===== src/rtl/tabela_scanner.sv =====
// Sweeps a 4-input combinational stage through every input vector and checks its truth table against a golden copy.
// Latency: each vector is held SETTLE+1 cycles; done pulses 2^N_IN*(SETTLE+1)+1 cycles after start is accepted.
// Backpressure: none; start is honoured only when idle, and results hold until the next accepted start.
module tabela_scanner #(
    parameter int N_IN   = 4,
    parameter int SETTLE = 1
) (
    input  logic                 clk,
    input  logic                 reset,
    input  logic                 start,
    output logic [N_IN-1:0]      vec,
    input  logic                 s_in,
    input  logic [2**N_IN-1:0]   expected,
    output logic                 busy,
    output logic                 done,
    output logic [2**N_IN-1:0]   table_out,
    output logic [N_IN:0]        ones_count,
    output logic                 match,
    output logic [N_IN-1:0]      first_err
);

    localparam int TW    = 2**N_IN;
    localparam int CNT_W = (SETTLE > 0) ? $clog2(SETTLE + 1) : 1;
    localparam logic [N_IN-1:0] LAST = {N_IN{1'b1}};

    typedef enum logic [1:0] {IDLE, DRIVE, COMPARE} state_t;

    state_t             state, state_nxt;
    logic [CNT_W-1:0]   cnt;
    logic [TW-1:0]      exp_q;
    logic               accept;
    logic [TW-1:0]      diff;
    logic [N_IN:0]      ones_nxt;
    logic [N_IN-1:0]    first_nxt;

    always_ff @(posedge clk) begin
        if (reset) state <= IDLE;
        else       state <= state_nxt;
    end

    always_comb begin
        state_nxt = state;
        accept    = 1'b0;
        case (state)
            IDLE: begin
                if (start) begin
                    state_nxt = DRIVE;
                    accept    = 1'b1;
                end
            end
            DRIVE: begin
                if (cnt == '0 && vec == LAST) state_nxt = COMPARE;
            end
            COMPARE: state_nxt = IDLE;
            default: state_nxt = IDLE;
        endcase
    end

    // Reverse scan so the lowest mismatching index is the one left standing.
    always_comb begin
        diff      = table_out ^ exp_q;
        ones_nxt  = '0;
        first_nxt = '0;
        for (int i = 0; i < TW; i++) begin
            ones_nxt = ones_nxt + (N_IN+1)'(table_out[i]);
        end
        for (int i = TW - 1; i >= 0; i--) begin
            if (diff[i]) first_nxt = N_IN'(i);
        end
    end

    always_ff @(posedge clk) begin
        if (reset) begin
            vec        <= '0;
            busy       <= 1'b0;
            done       <= 1'b0;
            table_out  <= '0;
            ones_count <= '0;
            match      <= 1'b0;
            first_err  <= '0;
            cnt        <= '0;
            exp_q      <= '0;
        end else begin
            done <= 1'b0;
            if (accept) begin
                busy       <= 1'b1;
                vec        <= '0;
                cnt        <= CNT_W'(SETTLE);
                exp_q      <= expected;
                table_out  <= '0;
                ones_count <= '0;
                match      <= 1'b0;
                first_err  <= '0;
            end
            if (state == DRIVE) begin
                if (cnt != '0) begin
                    cnt <= cnt - CNT_W'(1);
                end else begin
                    table_out[vec] <= s_in;
                    // Terminal vector stays put; the FSM moves on to COMPARE instead of wrapping.
                    if (vec != LAST) begin
                        vec <= vec + N_IN'(1);
                        cnt <= CNT_W'(SETTLE);
                    end
                end
            end
            if (state == COMPARE) begin
                ones_count <= ones_nxt;
                match      <= (diff == '0);
                first_err  <= first_nxt;
                done       <= 1'b1;
                busy       <= 1'b0;
            end
        end
    end

endmodule


===== config.mk =====
export PLATFORM = sky130hd
export DESIGN_NAME = tabela_scanner
export DESIGN_NICKNAME = d
export VERILOG_FILES = /design/src/rtl/tabela_scanner.sv
export SDC_FILE = /design/constraint.sdc
export NUM_CORES = 1
export LEC_CHECK = 0
export BUFFER_PORTS_ARGS = -buffer_cell sky130_fd_sc_hd__buf_2
export CAP_MARGIN = 30
export CORE_MARGIN = 5
export CORE_UTILIZATION = 35
export CTS_CLUSTER_DIAMETER = 150
export DETAILED_ROUTE_END_ITERATION = 8
export GPL_TIMING_DRIVEN = 0
export PLACE_DENSITY = 0.52
export REMOVE_ABC_BUFFERS = 1
export SETUP_SLACK_MARGIN = 0.1
export SLEW_MARGIN = 10
export SYNTH_ARGS = -nofsm -noshare
export SYNTH_HDL_FRONTEND = slang
export SYNTH_SLANG_ARGS = --single-unit
export TNS_END_PERCENT = 30

===== constraint.sdc =====
create_clock -name clk -period 11.2 [get_ports clk]
set_input_delay 1.12 -clock clk [delete_from_list [all_inputs] [get_ports clk]]
set_output_delay 1.12 -clock clk [all_outputs]
set_load 0.005 [all_outputs]

==> flow_summary.yaml, run 1 <==
power:
  switching_share_pct: 26.7
  switchingPower_uw: 91.5
  clockPowerShare_pct: 32.0
  intPower_uw: 251
  p_leak_uw: 0.00135
  pwr-share-seq_pct: 55.7
  p_per_area_nw_per_um2: 105
  ir_drop_mv: 0.0477
  combPwrFrac_pct: 12.3
synthesis:
  yosys_warnings: 0
  syn_inst: 328
  ys_types: 45
  yosysSeqAreaShare_pct: 36.4
  async_flop_share_pct: 0
  synth.area.top_cells: "dfxtp_1 (36%), fa_1 (7.1%), nand2_1 (6.8%)"
  synth_top_area_share_pct: 36.4
  synth_area_um2: 2810
  synth_edf_count: 0
  avgSynthCellArea_um2: 8.56
  ys_ff_latch: 51
  synth_top_area_cell: "dfxtp_1"
  ys.flop_type: "dfxtp_1"
critical_path:
  crit_required_ps: 11390
  cp.arrival_ps: 3890
  path_class: "reg2reg"
  critPathMaxFanout: 5
  r2r_slack_ps: 7500
  crit_chain: "inv_1, fa_1, fa_1, fa_1, fa_1, inv_1, ha_1, fa_1, a21o_1, a32oi_1, nor2_1"
  end_kind: "flop"
  critPathMaxStageDelay_ps: 560
  cpMostUsedCell: "fa_1"
  cp-start-kind: "flop"
  slowest_stage: "fa_1"
timing:
  skew_ps: 7.35
  final_hold_viol_count: 0
  maxSlewHeadroom_pct: 39.5
  hold-worst-slack_ps: 458
  fmax_ghz: 0.270
  rsz0062_at_grt: "false"
  period_minus_slack_ps: 3700
  final-setup-viol-count: 0
  min_period_over_period_pct: 33.1
  finalSetupTns_ps: 0
  worst_slew_pin_slew_ps: 906
  slew_violations: 0
  final.setup.worst_slack_ps: 7500
hold_path:
  hold_class: "reg2reg"
global_routing:
  grt_pass1_vias: 2444
  grt_use_total_pct: 14.9
  antenna_found_initial: 0
  grt_start_max_net_pins: 53
  grt-ovfl-total: 0
  grt_pass1_wl_mm: 11.9
floorplan:
  die_area_um2: 9910
  fp-row-count: 32
  core_um2: 7770
  io_pins: 52
  start_util_pct: 36.1
  die_w_um: 99.5
  die_y_um: 99.5
outcome:
  status: "finished, final reports clean"
clocking:
  cts_setup_buffers: 0
  cts_tree: "yes"
  cts-root-buf: "clkbuf_8"
  clock_path_buffers: 2
  cts_hold_buf: 0
  cts_resized: 0
  clkTransAtPathRegs_ps: 90
  cts.sinks: 51
  cts_buffers: 5
  htreeDepth: 2
  clock_latency_ps: 310
drt:
  avgRoutedWirePerCell_um: 15.2
  avgViaCountPerCell: 5.16
  route.vias.total: 2435
  drt_first_pass_iters: 4
  drc: 0
  totalWireLength_mm: 7.19
  first_iter_violations: 75
  route.antenna.remaining_nets: 0
final_layout:
  syn2layout_area_growth_pct: 16.0
  nNetsFinal: 409
  fin_cells: 472
  drive_gt1_share_pct: 18.4
  design_area_um2: 3260
  antennaDiodeCount: 0
placement:
  dp_hpwl_mm: 5.33
  place_area_um2: 3140
  place_ws_ps: 7450
  gp_congestion: 0.840
  numPortBuffers: 51
  placedCellCount: 464
run:
  maxCapViolCount: 0
## worst paths after layout
| path | startpoint | end | cells past startpoint |
|---|---|---|---|
| worst max-delay path | table_out[5] | ones_count[4] | 11 |
| worst max register to register | table_out[5] | ones_count[4] | 11 |
| worst min-delay path | first_err[3] | first_err[3] | 2 |
| worst min register to register | first_err[3] | first_err[3] | 2 |
## sequential cells by signal (all words and copies together), names as in the netlist
name        count
exp_q          16
first_err       4
match           1
busy            1
state           2
table_out      16
ones_count      5
vec             4
done            1
cnt             1
## cell type report
type	instances	area [um^2]
clock buffer	6	82.6
clock inverter	1	5.00
fill	810	4510
inverter	28	105
multi-input combinational	231	1620
sequential	51	1020
tap	102	128
timing repair buffer	53	298
## logic make-up after synthesis
group	synth area share [%]
buffers and inverters	6.42
adder cells (fa/ha/maj)	11.1
AO/OA/AOI/OAI	18.0
multiplexers	0.357
AND/OR/NAND/NOR	19.3
XOR/XNOR	8.43
flip-flops	36.4
## placed cells by master, fill, tap and decap left out, types with 2 or more instances in the layout
cell type | netlist | layout
nand2_1 | 51 | 51
dfxtp_1 | 51 | 51
buf_2 | 0 | 51
a21oi_1 | 38 | 38
inv_1 | 28 | 28
nand4_1 | 16 | 16
nor2_1 | 15 | 15
o211ai_1 | 14 | 14
xnor2_1 | 12 | 12
xor2_1 | 10 | 10
fa_1 | 10 | 10
ha_1 | 9 | 9
nand3_1 | 8 | 8
clkbuf_8 | 0 | 6
o311ai_0 | 5 | 5
nand2b_1 | 4 | 4
o21ai_0 | 3 | 3
a32oi_1 | 3 | 3
a21o_1 | 3 | 3
nor2b_1 | 2 | 2
nor3_1 | 2 | 2
nor3b_4 | 0 | 2
a31oi_1 | 2 | 2
a22oi_1 | 2 | 2
## layer usage
layer | track usage (%) | routed length, um
met1 | 20.0 | 3350
met3 | 2.52 | 271
met5 | 0 | 0
met4 | 3.47 | 81
met2 | 25.0 | 3480
## critical path, delay by kind of cell (launching register included)
kind | cells | cell delay (ps)
buffers and inverters | 2 | 140
adder cells (fa/ha/maj) | 6 | 2560
AO/OA/AOI/OAI | 2 | 370
flip-flops | 1 | 470
AND/OR/NAND/NOR | 1 | 50
## cells in the mapped netlist (all sizes together), types with 10 or more instances
master  count
a21oi      38
clkbuf     15
dfxtp      51
fa         10
inv        28
nand2      51
nand4      17
nor2       15
o211ai     14
xnor2      14
xor2       10
## power by group through the flow
stage	combinational (uW)	sequential [uW]	clock, uW
finish	42.2	191	110
global route	47.2	192	119
floorplan	24.7	194	0
CTS	41.6	191	114
detailed placement	41.5	195	0
global placement	40.3	195	0
## per-stage QoR
step           utilization (%)  power (uW)
5_1_grt                   41.9         358
2_1_floorplan                -         219
3_5_place_dp              40.4         237
6_report                  41.9         343
3_3_place_gp              40.1         235
4_1_cts                   41.6         347
(Power assumes the default switching activity.)
==> inputs of run 2 (changes only) <==
==> constraint.sdc (replaced) <==
create_clock -name clk -period 3.5 [get_ports clk]
set_input_delay 0.35 -clock clk [delete_from_list [all_inputs] [get_ports clk]]
set_output_delay 0.35 -clock clk [all_outputs]
set_load 0.005 [all_outputs]
==> run 2 against run 1 <==
Effect of this change: first-iteration DRC count rose by 2.7%; largest cell class unchanged; sequential share of layout area rose by 0.070 points; power rose to 3.2 times the previous value; largest power group unchanged.
==> flow_summary.yaml, run 2 (same netlist as run 1, synthesis figures left out) <==
timing:
  min_period_over_period_pct: 98.4
  fmax_ghz: 0.290
  period_minus_slack_ps: 3440
  final.setup.worst_slack_ps: 57.6
  final_hold_viol_count: 0
  maxSlewHeadroom_pct: 38.5
  finalSetupTns_ps: 0
  hold-worst-slack_ps: 270
  rsz0062_at_grt: "true"
  slew_violations: 0
  skew_ps: 6.86
  worst_slew_pin_slew_ps: 921
  final-setup-viol-count: 0
critical_path:
  slowest_stage: "fa_1"
  cpMostUsedCell: "fa_1"
  critPathMaxStageDelay_ps: 530
  path_buf_inv: 2
  critPathMaxFanout: 5
  cp_top_family: "adder cells"
  cp.arrival_ps: 3630
  path_class: "reg2reg"
  crit_required_ps: 3690
  crit_chain: "inv_1, fa_1, fa_1, fa_1, fa_1, inv_1, ha_2, fa_2, a21o_1, a32oi_1, nor2_1"
  end_kind: "flop"
  cp-start-kind: "flop"
floorplan:
  die_area_um2: 9910
  fp-row-count: 32
  die_w_um: 99.5
  core_um2: 7770
  io_pins: 52
  die_y_um: 99.5
  start_util_pct: 36.1
placement:
  gp_congestion: 0.840
  place_ws_ps: -253
  dp_hpwl_mm: 5.33
  numPortBuffers: 51
run:
  maxCapViolCount: 0
drt:
  totalWireLength_mm: 7.29
  avgViaCountPerCell: 5.13
  wl_met1_mm: 3.46
  met3_length_um: 210
  route.vias.total: 2453
  top_layer_used: "met4"
  route.antenna.remaining_nets: 0
  first_iter_violations: 77
  avgRoutedWirePerCell_um: 15.3
  drc: 0
  drt_first_pass_iters: 4
  route.met2.wl_mm: 3.54
clocking:
  clkTransAtPathRegs_ps: 90
  clock_path_buffers: 2
  htreeDepth: 2
  cts_tree: "yes"
  cts_buffers: 5
  cts-root-buf: "clkbuf_8"
  clock_latency_ps: 300
  cts.sinks: 51
global_routing:
  grt-ovfl-total: 0
  antenna_found_initial: 0
  grt_use_total_pct: 15.0
  grt_start_max_net_pins: 53
  grt_pass1_wl_mm: 12.0
  grt_pass1_vias: 2453
power:
  total_power_uw: 1090
  p_per_area_nw_per_um2: 327
  ir_drop_mv: 0.148
  p_leak_uw: 0.00139
final_layout:
  fillers: 796
  layout_common_cells: "nand2_1 (51), buf_2 (51), dfxtp_1 (42)"
  syn2layout_area_growth_pct: 18.8
  finish.utilization_pct: 42.9
  drive_gt1_share_pct: 23.4
  antennaDiodeCount: 0
  top_regs: "exp_q x16, table_out x16, ones_count x5"
  nNetsFinal: 415
hold_path:
  hold_class: "in2reg"
outcome:
  status: "finished, final reports clean"
[run 2: changes by cell type in the layout (fill, tap and decap cells not counted), sizes merged]
cell | previous run | this run
buf | 53 | 59
[run 2: area by class of cell]
| type | instances | area (um^2) | share of cell area [%] |
|---|---|---|---|
| tap | 102 | 128 | 3.83 |
| inverter | 28 | 105 | 3.15 |
| clock buffer | 6 | 82.6 | 2.48 |
| multi-input combinational | 231 | 1620 | 48.7 |
| sequential | 51 | 1050 | 31.4 |
| timing repair buffer | 59 | 343 | 10.3 |
| clock inverter | 1 | 5.00 | 0.150 |
[run 2: final timing paths]
path / startpoint / to / slack (ps) / depth (start not counted)
worst max-delay path: table_out[9] / ones_count[4] / 60 / 11
worst min-delay path: expected[2] / exp_q[2] / 270 / 3
worst max register to register: table_out[9] / ones_count[4] / 60 / 11
worst min register to register: first_err[3] / first_err[3] / 460 / 2
[run 2: repair_timing]
item                                    in CTS  in global routing
gates resized for setup                     19                  1
cloned                                       0                  0
pin swaps                                    3                  0
hold buffers                                 0                  0
endpoints found under the setup margin       4                  4
setup buffers                                6                  0
[run 2: power breakdown]
| part | total, uW | switching, uW | internal [uW] |
|---|---|---|---|
| clock | 350 | 194 | 156 |
| combinational | 136 | 82.9 | 52.7 |
| sequential | 606 | 15.2 | 591 |
| total | 1090 | 292 | 799 |
[run 2: worst reg2reg max path, cell delays in order (launching register included)]
cell	delay, ps
dfxtp_4	390
inv_1	60
fa_1	450
fa_1	530
fa_1	430
fa_1	490
inv_1	40
ha_2	170
fa_2	340
a21o_1	180
a32oi_1	180
nor2_1	50
[run 2: stage by stage]
stage                     area [um^2]  cells
after global placement           3110    463
after CTS                        3310    477
after global routing             3330    478
after detailed placement         3140    464
after floorplan                  2730    310
final                            3330    478
[run 2: layer usage]
layer  track usage [%]  vias up
li1                  -     1238
met1              20.4     1169
met2              25.2       38
met3              2.45        8
met4              3.36        0
met5                 0        -
